## src/rtl/traffic_light_monitor.sv

```systemverilog
// traffic_light_monitor -- passive checker on the intersection controller outputs.
// Watches both light codes, the walk indication and emergency. It latches sticky
// fault flags and a first-fault code, and counts completed green-yellow-red phases
// per direction. It has no outputs back to the controller.
//
// Ports:
//   clk, rst          clock (rising edge), synchronous active-high reset
//   light_NS/EW[2:0]  RED=100, YELLOW=010, GREEN=001
//   pedestrian_signal walk indication
//   emergency         emergency request seen by the controller
//   clr               clears flags, first-fault code and phase counters
//   fault_flags[6:0]  sticky flags, bit i-1 <-> fault code i
//   fault             OR of fault_flags
//   first_fault[2:0]  first fault code since reset/clr, 0 = none
//   ns/ew_cycles[7:0] completed phases, saturating at 255
//   irq               one-cycle pulse when any flag rises; build with
//                     MONITOR_IRQ_EN defined, otherwise tied low
//
// Fault codes: 1 ILLEGAL, 2 CONFLICT, 3 PED_CONFLICT, 4 SEQ, 5 YELLOW_SHORT,
//              6 GREEN_LONG, 7 EMERG.

// Per-direction checker: encoding, step legality, yellow/green dwell.
module tlm_dir #(
  parameter int MIN_YELLOW = 3,
  parameter int MAX_GREEN  = 16,
  parameter int DWELL_W    = 6
) (
  input  logic       clk,
  input  logic       rst,
  input  logic [2:0] light,
  output logic       nonred,
  output logic       illegal,
  output logic       seq_err,
  output logic       yel_short,
  output logic       green_long,
  output logic       phase_done
);
  localparam logic [2:0] RED = 3'b100, YEL = 3'b010, GRN = 3'b001;
  localparam logic [DWELL_W-1:0] DW_MAX = '1;

  logic [2:0]         prev;
  logic [DWELL_W-1:0] dwell, dwell_nxt;
  logic               cur_ok, prev_ok, changed, ok_step;

  always_comb begin
    cur_ok     = (light == RED) || (light == YEL) || (light == GRN);
    prev_ok    = (prev == RED) || (prev == YEL) || (prev == GRN);
    changed    = (light != prev);
    dwell_nxt  = changed ? DWELL_W'(1)
               : (dwell == DW_MAX) ? dwell : dwell + DWELL_W'(1);
    ok_step    = (prev == RED && light == GRN) || (prev == GRN && light == YEL) ||
                 (prev == YEL && light == RED);
    nonred     = (light != RED);
    illegal    = !cur_ok;
    seq_err    = cur_ok && prev_ok && changed && !ok_step;
    phase_done = (prev == YEL) && (light == RED);
    // dwell still holds the yellow run length on the Y->R sample
    yel_short  = phase_done && (int'(dwell) < MIN_YELLOW);
    // fire on the sample that first takes the green run past MAX_GREEN; a
    // counter saturated exactly there must not refire
    green_long = (light == GRN) && (int'(dwell_nxt) == MAX_GREEN + 1) &&
                 !((prev == GRN) && (int'(dwell) == MAX_GREEN + 1));
  end

  always_ff @(posedge clk) begin
    if (rst) begin
      prev  <= RED;
      dwell <= DWELL_W'(1);
    end else begin
      prev  <= light;
      dwell <= dwell_nxt;
    end
  end
endmodule

module traffic_light_monitor #(
  parameter int MIN_YELLOW = 3,
  parameter int MAX_GREEN  = 16,
  parameter int EMERG_LAT  = 20,
  parameter int DWELL_W    = 6
) (
  input  logic       clk,
  input  logic       rst,
  input  logic [2:0] light_NS,
  input  logic [2:0] light_EW,
  input  logic       pedestrian_signal,
  input  logic       emergency,
  input  logic       clr,
  output logic [6:0] fault_flags,
  output logic       fault,
  output logic [2:0] first_fault,
  output logic [7:0] ns_cycles,
  output logic [7:0] ew_cycles,
  output logic       irq
);
  localparam int NUM_DIR = 2;           // index 0 = NS, 1 = EW
  localparam int EC_W    = $clog2(EMERG_LAT + 2);
  localparam logic [EC_W-1:0] EMG_TRIP = EC_W'(EMERG_LAT + 1);

  logic [NUM_DIR-1:0][2:0] lights;
  logic [NUM_DIR-1:0]      nonred, illegal, seq_err, yel_short, green_long, phase_done;
  logic [NUM_DIR-1:0][7:0] cyc, cyc_nxt;
  logic [EC_W-1:0]         emg_cnt, emg_nxt;
  logic                    emg_hit;
  logic [6:0]              new_f, flags_nxt;
  logic [2:0]              code, ff_base, ff_nxt;

  assign lights = {light_EW, light_NS};

  for (genvar d = 0; d < NUM_DIR; d++) begin : g_dir
    tlm_dir #(.MIN_YELLOW(MIN_YELLOW), .MAX_GREEN(MAX_GREEN), .DWELL_W(DWELL_W)) u_dir (
      .clk        (clk),
      .rst        (rst),
      .light      (lights[d]),
      .nonred     (nonred[d]),
      .illegal    (illegal[d]),
      .seq_err    (seq_err[d]),
      .yel_short  (yel_short[d]),
      .green_long (green_long[d]),
      .phase_done (phase_done[d])
    );
  end

  always_comb begin
    // counter saturates at the trip value so the flag fires once per episode
    emg_nxt = '0;
    if (emergency && |nonred)
      emg_nxt = (emg_cnt == EMG_TRIP) ? emg_cnt : emg_cnt + EC_W'(1);
    emg_hit = (emg_nxt == EMG_TRIP) && (emg_cnt != EMG_TRIP);

    new_f = {emg_hit, |green_long, |yel_short, |seq_err,
             pedestrian_signal && |nonred, &nonred, |illegal};

    // clr acts first, then this sample's faults accumulate on top
    flags_nxt = (clr ? 7'd0 : fault_flags) | new_f;

    code = 3'd0;
    for (int i = 6; i >= 0; i--)
      if (new_f[i]) code = 3'(i + 1);
    ff_base = clr ? 3'd0 : first_fault;
    ff_nxt  = (ff_base == 3'd0) ? code : ff_base;

    for (int d = 0; d < NUM_DIR; d++) begin
      cyc_nxt[d] = clr ? 8'd0 : cyc[d];
      if (phase_done[d] && cyc_nxt[d] != 8'hFF) cyc_nxt[d] = cyc_nxt[d] + 8'd1;
    end
  end

  always_ff @(posedge clk) begin
    if (rst) begin
      emg_cnt     <= '0;
      fault_flags <= '0;
      first_fault <= '0;
      cyc         <= '0;
    end else begin
      emg_cnt     <= emg_nxt;
      fault_flags <= flags_nxt;
      first_fault <= ff_nxt;
      cyc         <= cyc_nxt;
    end
  end

  assign fault     = |fault_flags;
  assign ns_cycles = cyc[0];
  assign ew_cycles = cyc[1];

`ifdef MONITOR_IRQ_EN
  // pulse only on a 0->1 transition of the visible flag register
  always_ff @(posedge clk) begin
    if (rst) irq <= 1'b0;
    else     irq <= |(flags_nxt & ~fault_flags);
  end
`else
  assign irq = 1'b0;
`endif
endmodule
```

## config.mk

```make
export PLATFORM = sky130hd
export DESIGN_NAME = traffic_light_monitor
export DESIGN_NICKNAME = d
export VERILOG_FILES = /design/src/rtl/traffic_light_monitor.sv
export SDC_FILE = /design/constraint.sdc
export NUM_CORES = 1
export LEC_CHECK = 0
export CORE_MARGIN = 4
export CORE_UTILIZATION = 41
export DETAILED_ROUTE_END_ITERATION = 16
export MAX_ROUTING_LAYER = met4
export SLEW_MARGIN = 0
export SYNTH_ARGS = -nofsm -noshare
export SYNTH_HDL_FRONTEND = slang
export SYNTH_SLANG_ARGS = --single-unit
```

## constraint.sdc

```tcl
create_clock -name clk -period 2.3 [get_ports clk]
set_input_delay 0.345 -clock clk [delete_from_list [all_inputs] [get_ports clk]]
set_output_delay 0.345 -clock clk [all_outputs]
set_load 0.02 [all_outputs]
```

# Word-level counts from Yosys, hierarchy flattened
# Index checks and enable logic that the tools add are counted.
# word_totals
reg_bits	49
output_inout_bits	28
word_cells	115
# op_classes
n_addsub	5
n_lt_le_gt_ge	2
n_eq_ne	27
n_mux	20
bitwise	1
n_reduce_logical	51
# op_table
operator	n
6-bit equality test (second input constant)	6
8-bit two-way mux	4
3-bit two-way mux	9
1-bit logical AND	25
6-bit two-way mux	4
8-bit by 1-bit adder with 8-bit output (second input constant)	2
8-bit != test (second input constant)	2
6-bit by 1-bit adder with 6-bit output (second input constant)	2
3-bit by 1-bit equality test with 1-bit output (second input constant)	4
3-bit by 2-bit equality test with 1-bit output (second input constant)	4
3-bit equality test (second input constant)	4
1-bit logical OR	12
6-bit by 2-bit < comparator with 1-bit output (second input constant)	2
5-bit equality test (second input constant)	2
5-bit two-way mux	2
2-bit OR reduction	5
7-bit two-way mux	1
7-bit OR	1
7-bit OR reduction	1
1-bit zero test	6
3-bit != test	2
3-bit != test (second input constant)	2
5-bit by 1-bit adder with 5-bit output (second input constant)	1
5-bit != test (second input constant)	1
2 further kinds	2

# Depth between registers and ports, before layout
# Gate-level depths: netlist of run 1.
# logic_depth
ltp_word	14
depth_mapped	9

# Cells and area by module
# Synthesis of run 1 repeated with hierarchy kept, for this count alone.
# unflattened
hier_cells	312
hier_area_um2	2685.1
# by_module_without_submodules
mod	instances	cells_each	area_per_inst_um2
traffic_light_monitor	1	182	1546.5
tlm_dir at g_dir[1].u_dir	1	67	578.1
tlm_dir at g_dir[0].u_dir	1	63	560.5

# Worst setup path after synthesis of run 1
# Ideal clock, no wire load.
# synth_timing
kind	input -> register
from	input port clr
to	register cyc (netlist bit ew_cycles[7])
setup_ps	120
t_arrival_ps	1869
t_required_ps	2180
setup_slack_ps	311
path_stages	9
n_path_buf	1
path_cell_list	clkbuf_1 > nor2b_1 > ha_1 > nand2_1 > nor4_1 > a31oi_2 > nand4_1 > xor2_1 > nor2_1
# synth_via
elab_chain_len	4
elab_cells_between_ends	5
# synth_rtl
element	line	text
from (decl)	88	input logic clr,
8-bit two-way mux *	144	cyc_nxt[d] = clr ? 8'd0 : cyc[d];
parallel branches: the longest is 2 deep, another holds 8-bit by 1-bit adder with 8-bit output	n/a	
8-bit two-way mux *	145	if (phase_done[d] && cyc_nxt[d] != 8'hFF) cyc_nxt[d] = cyc_nxt[d] + 8'd1;
to (signal assigned)	159	cyc <= cyc_nxt;
to (decl)	102	logic [NUM_DIR-1:0][7:0] cyc, cyc_nxt;
# Mark *: on every way between the ends.
# A chain may end at the register's enable or synchronous reset.

# Worst setup path in the final report of run 1
# layout_timing
from	register g_dir[1].u_dir.dwell[1]
to	register first_fault[2]
# layout_via
elab_chain_len	14
elab_cells_between_ends	21
# layout_rtl
element	line	text
from (decl)	42	logic [DWELL_W-1:0] dwell, dwell_nxt;
from (signal assigned)	71	dwell <= dwell_nxt;
6-bit by 1-bit adder with 6-bit output / 6-bit equality test (equally long branches)	50	: (dwell == DW_MAX) ? dwell : dwell + DWELL_W'(1);
6-bit two-way mux	50	
6-bit two-way mux	49	dwell_nxt = changed ? DWELL_W'(1)
6-bit equality test	61	green_long = (light == GRN) && (int'(dwell_nxt) == MAX_GREEN + 1) &&
1-bit logical AND (2 in a row)	61	
2-bit OR reduction	131	new_f = {emg_hit, |green_long, |yel_short, |seq_err,
3-bit two-way mux	139	if (new_f[i]) code = 3'(i + 1);
3-bit two-way mux * (5 in a row)	139	
3-bit two-way mux *	141	ff_nxt = (ff_base == 3'd0) ? code : ff_base;
to (signal assigned)	158	first_fault <= ff_nxt;
to (decl)	91	output logic [2:0] first_fault,
# Mark *: on every way between the ends. The rest lies on a longest branch, timed or not.

==> impl_metrics.csv, run 1 <==
group,metric,value,unit
clock_network,holdBufCountCts,0,
min_path,hold_path.startpoint,"fault_flags[1]$_SDFF_PP0_",
clock_network,cts_max_level,2,
clock_network,cts_buffers,5,
synthesis,synth_area_per_cell,8.49,µm²
synthesis,synth_edf_count,0,
sta,rsz0062_at_grt,"false",
clock_network,clockRootBuffer,"clkbuf_8",
worst_setup_path,cp-end-kind,"flip-flop",
placed_design,place_area,3170,µm²
worst_setup_path,start_kind,"flip-flop",
sta,min_period,2060,ps
placed_design,post-place-ws,-96.3,ps
clock_network,clockBufferDepth,2,
cells_and_area,nNetsFinal,380,
run_status,outcome,"complete, no violations",
worst_setup_path,r2r_start,"g_dir[1].u_dir.dwell[1]$_SDFF_PP0_",
placed_design,dp_hpwl,4510,µm
synthesis,yosysMostFrequentCell,"dfxtp_1",
grt,grt_overflow,0,
synthesis,yosys_warnings,0,
synthesis,synth_mux_area_share,1.15,%
sta,skew,12.4,ps
worst_setup_path,critPathMaxFanout,4,
synthesis,synth_top_family_by_area,"simple AND/OR/NAND/NOR gates",
min_path,hold_path.class,"reg -> reg",
synthesis,synth_common_cells,"dfxtp_1, nor2_1, nand2_1",
min_path,whs_path_depth,2,
flow_run,drv_cap,0,
synthesis,synthAdderAreaFrac,3.84,%
route,route.detailed.wl_per_inst,14.1,µm
floorplanning,rows,28,
synthesis,netlist_area,2610,µm²
synthesis,synth_fp_nets,326,
synthesis,ys_types,57,
worst_setup_path,timing.rr.end,"first_fault[2]$_SDFF_PP0_",
power_and_ir_drop,peakVddDrop,281,µV
route,ant_nets,0,
synthesis,yosysTopAreaCell,"dfxtp_1",
cells_and_area,final_util,53.8,%
route,drt_first_pass_iters,4,
sta,max_freq,484,MHz
worst_setup_path,critPathArrivalTime,2310,ps
sta,setup_ws,235,ps
min_path,whs_endpoint,"fault_flags[1]$_SDFF_PP0_",
clock_network,path_clk_slew,100,ps
route,viasPerCell,5.19,
route,dr.first_iter.drc_count,125,
synthesis,async_reset_ff_share,0,%
cells_and_area,fin_area,3260,µm²
cells_and_area,num_antenna_cells,0,
power_and_ir_drop,power.leakage,1.20,nW
floorplanning,die_y,87.8,µm
placed_design,io_buffer_count,37,
clock_network,post-cts-setup-buffers,0,
synthesis,syn_inst,307,
floorplanning,io_pins,39,
sta,setup_violations,0,
grt,grt_antenna_before_repair,0,
synthesis,yosys_register_bits,49,
route,via_count,2270,
worst_setup_path,cp.required,2550,ps
sta,final_hold_viol_count,0,
clock_network,cts_resized,0,
synthesis,ys_seq_area_share,37.6,%
sta,slew_violations,0,
synthesis,synth.area.top_cells,"dfxtp_1, xnor2_1, nor2_1, nand2_1, ha_1",
worst_setup_path,worst-r2r-cell-count,8,
route,wirelength,6160,µm
cells_and_area,drive_gt1_share,11.9,%
synthesis,synth_xor_area_share,9.40,%
synthesis,synth-compound-area-share,11.8,%
clock_network,clkSinkCount,49,
sta,post-route-period-util,89.8,%
clock_network,cts_tree,"yes",
placed_design,gp_congestion,0.768,
clock_network,clk_latency,310,ps
grt,grt_pass1_wl,10100,µm
floorplanning,core_area,6060,µm²
cells_and_area,area_growth,25.1,%
power_and_ir_drop,power_density,495,nW/µm²
grt,grt_max_degree,27,
worst_setup_path,r2r_slack,240,ps
grt,grt_use_total,17.0,%
floorplanning,dieArea,7700,µm²
synthesis,synth_top_area_share,37.6,%
worst_setup_path,path_class,"reg -> reg",
floorplanning,die_x,87.8,µm
floorplanning,initial_core_util,43.0,%
synthesis,synth-simple-area-share,31.7,%
cells_and_area,n_fill_cell,603,
grt,grt_pass1_vias,2106,
synthesis,synthFlopType,"dfxtp_1",
route,drc,0,
[metal layers]
metal,share of wire [%],global-route usage [%],wire (µm)
met5,0,-,0
met4,0.89,3.77,55
met3,3.5,4.23,213
met2,44,24.9,2740
met1,51,23.8,3150
[logic make-up after synthesis]
logic type | after synthesis
AND/OR/NAND/NOR | 152
flip-flops | 49
multiplexers | 3
other | 1
XOR/XNOR | 28
buffers and inverters | 22
adder cells (fa/ha/maj) | 8
AO/OA/AOI/OAI | 44
[area by class of cell]
cell class                      instances  area (µm²)  share of cell area [%]
Clock buffer                            5        68.8                    2.11
Clock inverter                          3        17.5                   0.537
Inverter                                7        26.3                   0.805
Multi-Input combinational cell        236        1520                    46.5
Sequential cell                        49         981                    30.1
Tap cell                               75        93.8                    2.88
Timing Repair Buffer                   62         558                    17.1
[through the flow]
stage               total power, mW  setup TNS, ps  cells  hold WS [ps]
floorplan                      1.03              0    307           501
global route                   1.69              0    437           517
finish                         1.61              0    437           495
global placement               1.11           -346    429           480
CTS                            1.63              0    437           497
detailed placement             1.11           -443    429           479
[critical path, stage by stage, from the launching register on]
cell	delay [ps]
dfxtp_1	320
buf_4	140
ha_1	200
nor2_1	180
or4b_1	470
o2bb2a_1	330
nand2b_1	110
o31ai_1	90
a21oi_1	160
[power breakdown]
| group | total, mW | leakage (nW) | switching [mW] | internal, mW |
|---|---|---|---|---|
| combinational | 0.202 | 0.761 | 0.104 | 0.0977 |
| sequential | 0.890 | 0.399 | 0.0223 | 0.867 |
| clock | 0.523 | 0.0439 | 0.312 | 0.211 |
| total | 1.61 | 1.20 | 0.438 | 1.18 |
[how the worst max path moves through the flow]
stage | slack (ps) | cells after the start | startpoint | end
finish | 240 | 8 | g_dir[1].u_dir.dwell[1]$_SDFF_PP0_ | first_fault[2]$_SDFF_PP0_
global route | 60 | 11 | clr | ew_cycles[7]$_SDFF_PP0_
CTS | 150 | 7 | g_dir[1].u_dir.dwell[0]$_SDFF_PP1_ | first_fault[0]$_SDFF_PP0_
detailed placement | -100 | 7 | light_EW[1] | first_fault[0]$_SDFF_PP0_
global placement | -70 | 7 | light_EW[1] | first_fault[0]$_SDFF_PP0_
floorplan | 310 | 9 | clr | ew_cycles[7]$_SDFF_PP0_
[layout by cell type, fill, tap and decap left out, types with 3 or more instances in the layout]
master,count
nor2_1,41
a211oi_1,5
ha_1,8
buf_4,25
nor4bb_1,3
nor4_1,3
nand2b_1,5
nand3_1,13
and3_1,5
mux2i_1,3
xor2_1,10
nor3_1,8
nand4_1,14
clkbuf_8,5
nand2_1,27
dfxtp_1,49
nor3b_1,4
xnor2_1,18
nor2b_1,12
clkdlybuf4s50_1,37
inv_1,7
a21oi_1,12
o21ai_0,7
[sequential cells by signal, indices dropped and copies added, names as in the netlist]
name               count
emg_cnt                5
ew_cycles              8
fault_flags            7
first_fault            3
g_dir.u_dir.dwell     12
g_dir.u_dir.prev       6
ns_cycles              8
Note: power is estimated with default switching activity, not from simulation.
==> run 2: changes to the inputs <==
- CORE_UTILIZATION: 41 -> 55
- PLACE_DENSITY: not set -> 0.81
- clock period: 2.3 -> 2.65 ns (I/O delays scaled with it)
==> impl_metrics.csv, run 2 (synthesis results as in run 1) <==
group,metric,value,unit
run_status,outcome,"complete, no violations",
route,via_count,2317,
grt,grt_max_degree,27,
worst_setup_path,cp-end-kind,"flip-flop",
clock_network,path_clk_slew,90,ps
power_and_ir_drop,power.leakage,1.14,nW
route,wirelength,5990,µm
grt,grt_pass1_vias,2220,
worst_setup_path,r2r_start,"g_dir[1].u_dir.dwell[1]$_SDFF_PP0_",
sta,max_freq,433,MHz
sta,skew,6.21,ps
cells_and_area,drive_gt1_share,7.25,%
worst_setup_path,worst-r2r-cell-count,8,
sta,worst_pin_slew,489,ps
floorplanning,initial_core_util,58.3,%
sta,slew_headroom,67.0,%
clock_network,clockRootBuffer,"clkbuf_8",
worst_setup_path,max_stage_delay,520,ps
route,dr.first_iter.drc_count,214,
cells_and_area,final_cell_mix,"dfxtp_1, nor2_1, clkdlybuf4s50_1, nand2_1, xnor2_1",
worst_setup_path,start_kind,"flip-flop",
sta,slew_violations,0,
floorplanning,die_y,76.9,µm
sta,post-route-period-util,87.2,%
worst_setup_path,crit_path_start,"g_dir[1].u_dir.dwell[1]$_SDFF_PP0_",
cells_and_area,multi_input_area,1510,µm²
cells_and_area,ff_latch_area,981,µm²
placed_design,gp_congestion,0.848,
route,ant_nets,0,
floorplanning,io_pins,39,
grt,grt_overflow,0,
worst_setup_path,path_class,"reg -> reg",
route,drc,0,
min_path,whs_path_depth,2,
clock_network,cts_buffers,5,
cells_and_area,n_fill_cell,363,
worst_setup_path,crit_family,"simple AND/OR/NAND/NOR gates",
floorplanning,die_x,76.9,µm
floorplanning,core_area,4470,µm²
cells_and_area,layout_commonest_cell,"dfxtp_1",
floorplanning,rows,24,
clock_network,clockBufferDepth,2,
grt,grt_antenna_before_repair,0,
min_path,hold_path.startpoint,"fault_flags[0]$_SDFF_PP0_",
grt,grt_pass1_wl,10400,µm
power_and_ir_drop,peakVddDrop,475,µV
placed_design,io_buffer_count,37,
worst_setup_path,cp.depth,8,
worst_setup_path,critPathArrivalTime,2520,ps
grt,grt_use_total,22.0,%
worst_setup_path,critPathMaxFanout,5,
cells_and_area,largest-register,"g_dir.u_dir.dwell",
route,drt_first_pass_iters,4,
flow_run,drv_cap,0,
clock_network,clkSinkCount,49,
clock_network,cts_resized,0,
power_and_ir_drop,p_int,1.20,mW
cells_and_area,area_growth,20.7,%
power_and_ir_drop,p_sw_share,22.9,%
route,route.detailed.wl_per_inst,15.1,µm
sta,final_hold_viol_count,0,
power_and_ir_drop,combinationalPowerShare,10.5,%
route,viasPerCell,5.84,
clock_network,cts_tree,"yes",
cells_and_area,nNetsFinal,363,
cells_and_area,final_util,70.4,%
clock_network,clk_latency,300,ps
sta,min_period,2310,ps
placed_design,dp_hpwl,4360,µm
cells_and_area,num_antenna_cells,0,
floorplanning,dieArea,5910,µm²
min_path,hold_path.class,"reg -> reg",
sta,setup_violations,0,
worst_setup_path,cp.required,2860,ps
clock_network,cts_max_level,2,
worst_setup_path,crit_path_cell_trace,"inv_1 -> ha_1 -> nor4b_1 -> o211ai_1 -> or4_1 -> o41ai_2 -> nor3_1 -> o211a_1",
clock_network,post-cts-setup-buffers,0,
power_and_ir_drop,power_frac_seq,49.5,%
power_and_ir_drop,power_density,496,nW/µm²
power_and_ir_drop,p_sw,358,µW
clock_network,holdBufCountCts,0,
power_and_ir_drop,power.share.clock,40.0,%
cells_and_area,largest_reg_flops,12,
worst_setup_path,critPathSlowestCell,"or4_1",
sta,fin_tns_setup,0,ps
sta,rsz0062_at_grt,"false",
worst_setup_path,cp.buffers_inverters,1,
==> run 2: cell count changes in the layout (fill, tap and decap cells not counted), sizes merged <==
cell	change
clkinvlp	-1
bufinv	+2
clkinv	-1
buf	-17
==> run 2: power groups by stage <==
stage | Sequential [mW] | Clock (mW) | Combinational (mW)
after global placement | 0.789 | 0 | 0.160
after detailed placement | 0.789 | 0 | 0.163
after CTS | 0.772 | 0.633 | 0.164
after floorplan | 0.794 | 0 | 0.0987
after global routing | 0.776 | 0.673 | 0.180
final | 0.772 | 0.624 | 0.164
==> run 2: worst min-delay path, cell delays in order (launching register included) <==
cell	delay (ps)
dfxtp_1	330
nand2_1	60
a21oi_1	50
==> run 2: final cells by class <==
cell class	instances	area share, %
multi-input combinational	236	48.0
sequential	49	31.2
timing repair buffer	45	13.7
clock buffer	5	2.19
clock inverter	3	2.07
tap	52	2.07
inverter	7	0.835
==> run 2: routing by layer <==
layer	up-vias	share of wire, %	GRT usage [%]
li1	1156	-	-
met2	69	46	33.8
met3	14	4.6	4.80
met5	-	0	-
met4	0	2.2	9.06
met1	1078	47	28.0
==> run 2: per-stage QoR <==
stage | instances | hold WS [ps] | area [µm²] | power (mW) | worst slack [ps]
after CTS | 397 | 491 | 3150 | 1.57 | 318
final | 397 | 488 | 3150 | 1.56 | 340
after global routing | 397 | 529 | 3150 | 1.63 | 198
after floorplan | 307 | 501 | 2610 | 0.893 | 608
after detailed placement | 389 | 480 | 3010 | 0.952 | 131
after global placement | 389 | 473 | 3010 | 0.948 | 181
==> run 2: final timing paths <==
kind	to	slack (ps)
max reg2reg	first_fault[0]$_SDFF_PP0_	340
min	fault_flags[0]$_SDFF_PP0_	490
max	first_fault[0]$_SDFF_PP0_	340
min reg2reg	fault_flags[0]$_SDFF_PP0_	490
==> patch (settings of run 1) <==
`DWELL_W` is set to 6 in 2 places; all go to 4.
--- a/src/rtl/traffic_light_monitor.sv
+++ b/src/rtl/traffic_light_monitor.sv
@@ -23,7 +23,7 @@
 module tlm_dir #(
   parameter int MIN_YELLOW = 3,
   parameter int MAX_GREEN  = 16,
-  parameter int DWELL_W    = 6
+  parameter int DWELL_W    = 4
 ) (
   input  logic       clk,
   input  logic       rst,
@@ -77,7 +77,7 @@
   parameter int MIN_YELLOW = 3,
   parameter int MAX_GREEN  = 16,
   parameter int EMERG_LAT  = 20,
-  parameter int DWELL_W    = 6
+  parameter int DWELL_W    = 4
 ) (
   input  logic       clk,
   input  logic       rst,
Function: same outputs for any inputs over 10 cycles, from zero or initial values and one cycle with rst high; that may be too few to reach the edited logic, so the function may still have changed.
==> patch against run 1 <==
  * Wire length fell by 19%
  * Clock skew fell by 8.3 ps
  * First-iteration DRC count fell by 42%
  * Critical path type is now in -> reg
  * Worst setup slack got worse by 180 ps
  * Power fell by 8.2%
  * Sequential power fell by 10%
  * Highest routed layer unchanged
  * Sequential cell count fell by 5
  * Critical path depth did not move
  * Critical endpoint is now first_fault[0]
  * Design area fell by 7.2%
  * Count of clock-buffer cells in the layout rose by 3
  * Cell count fell by 7.6%
  * Non-clock buffer count did not move
  * Synthesized area fell by 11%
  * Utilization rose by 1.1 points
==> patch: results (changes against run 1) <==
| Metric | Value |
|---|---|
| Status | `complete, no violations` |
| Synth area leaders | `dfxtp_1 38%, nor2_1 6.9%, xnor2_1 6.4%` |
| R2R cell count | `7 (-1)` |
| Top post-synthesis cells by count | `44 x dfxtp_1, 43 x nor2_1, 18 x nand2_1, 17 x xnor2_1, 15 x nor2b_1` |
| Reg clk slew, reported paths | `80 ps (-20 ps)` |
| Mean Syn Cell Area | `8.44 um^2 (-0.67%)` |
| CTS Root Cell | `clkbuf_8` |
| Vias | `2047 (-9.8%)` |
| Placed Instance Area | `2900 um^2 (-8.6%)` |
| Post-synthesis sequential area ratio | `37.8% (+0.21 points)` |
| Peak VDD IR | `0.270 mV (-4.1%)` |
| Ys flop type | `dfxtp_1` |
| First-pass GRT wire length | `8670 um (-14%)` |
| Int Pwr | `1120 uW (-4.8%)` |
| Routed Wire Length | `4970 um (-19%)` |
| Crit path to | `first_fault[0]` |
| Clk_lat worst skew | `290 ps (-20 ps)` |
| Lkg Pwr | `0.00109 uW (-9.6%)` |
| Clock skew | `4.07 ps (-8.33 ps)` |
| NumNets Final | `348 (-8.4%)` |
| Fraction of registers with async set/reset | `0% (unchanged)` |
| Hold path depth | `2 (unchanged)` |
| Critical Path AT | `2440 ps (+130 ps)` |
| CP max FO | `9 (+5)` |
| Fraction of layout cells with a size suffix above 1 | `14.5% (+2.6 points)` |
| Placed Instances | `396 (-7.7%)` |
| RD Place Congestion | `0.811 (+5.6%)` |
| CP startpoint | `light_NS[2]` |
| IO Port Bufs | `36 (-2.7%)` |
| Global-route total usage across every layer | `15.3% (-1.8 points)` |
| Largest net degree at the start of global routing | `16 (-41%)` |
| Cts bufs inserted | `5 (unchanged)` |
| Worst reg2reg setup slack | `340 ps (+100 ps)` |
| Unique masters post-synth | `49 (-14%)` |
| Initial DRC count | `72 (-42%)` |
| Reg2reg start | `emg_cnt[1]` |
| Vias/cell | `5.07 (-2.5%)` |
| DPL Wire Length | `3770 um (-16%)` |
-- patch: cell count changes in the layout (fill, tap and decap cells not counted), sizes merged, moves of 4 or more --
cell / before / now
nand4: 14 / 3
nand2: 27 / 18
dfxtp: 49 / 44
or2: 2 / 6
-- patch: worst min path at each step --
stage                            start                 endpoint
4_1_cts                 fault_flags[6]           fault_flags[6]
3_3_place_gp            fault_flags[1]           fault_flags[1]
6_report                fault_flags[6]           fault_flags[6]
5_1_grt                 fault_flags[6]           fault_flags[6]
2_1_floorplan  g_dir[0].u_dir.dwell[3]  g_dir[0].u_dir.dwell[2]
3_5_place_dp            fault_flags[6]           fault_flags[6]
-- patch: power by group through the flow --
| stage | Sequential [uW] | Clock, uW | Combinational, uW |
|---|---|---|---|
| final | 801 | 494 | 187 |
| after global routing | 805 | 556 | 208 |
| after CTS | 801 | 520 | 188 |
| after detailed placement | 819 | 0 | 187 |
| after global placement | 819 | 0 | 186 |
| after floorplan | 825 | 0 | 104 |
-- patch: repair_timing --
action / 4_1_cts / 5_1_grt
resized for setup: 2 / 6
cloned: 0 / 0
hold endpoints to repair: 0 / 0
pin swaps: 0 / 1
endpoints found under the setup margin: 4 / 6
-- patch: kinds of logic after synthesis --
group                      after synthesis  share of synthesized area [%]
adders and majority gates                6                           3.22
muxes                                    4                           1.72
DFF                                     44                           37.8
other                                    1                          0.161
and+or+nand+nor                        137                           31.8
xor gates and xnor gates                26                           9.78
buffers and inverters                   20                           4.25
AOI/OAI and AO/OA                       38                           11.2
-- patch: cell type report --
class,instances,area [um^2]
fillers,515,2480
multi-input cells,213,1390
flip-flops and latches,44,881
repair buffers,62,559
clock buffers,8,90.1
well taps,72,90.1
inverters,5,18.8
-- patch: per-layer routing --
metal	routed length, um	GRT usage [%]
met1	2270	18.0
met2	2410	25.4
met3	222	4.17
met4	63	4.75
met5	0	-
-- patch: per-stage QoR --
stage                     hold slack [ps]  worst slack (ps)
after floorplan                       497              18.8
after global placement                478              -359
after detailed placement              477              -416
after CTS                             490              31.8
after global routing                  519              6.65
final                                 485              56.8
-- patch: critical path: stages --
cell	delay [ps]
clkdlybuf4s50_1	470
or3b_4	380
or4b_4	490
buf_6	160
o22ai_1	130
buf_4	160
a31oi_1	50
o311ai_1	250
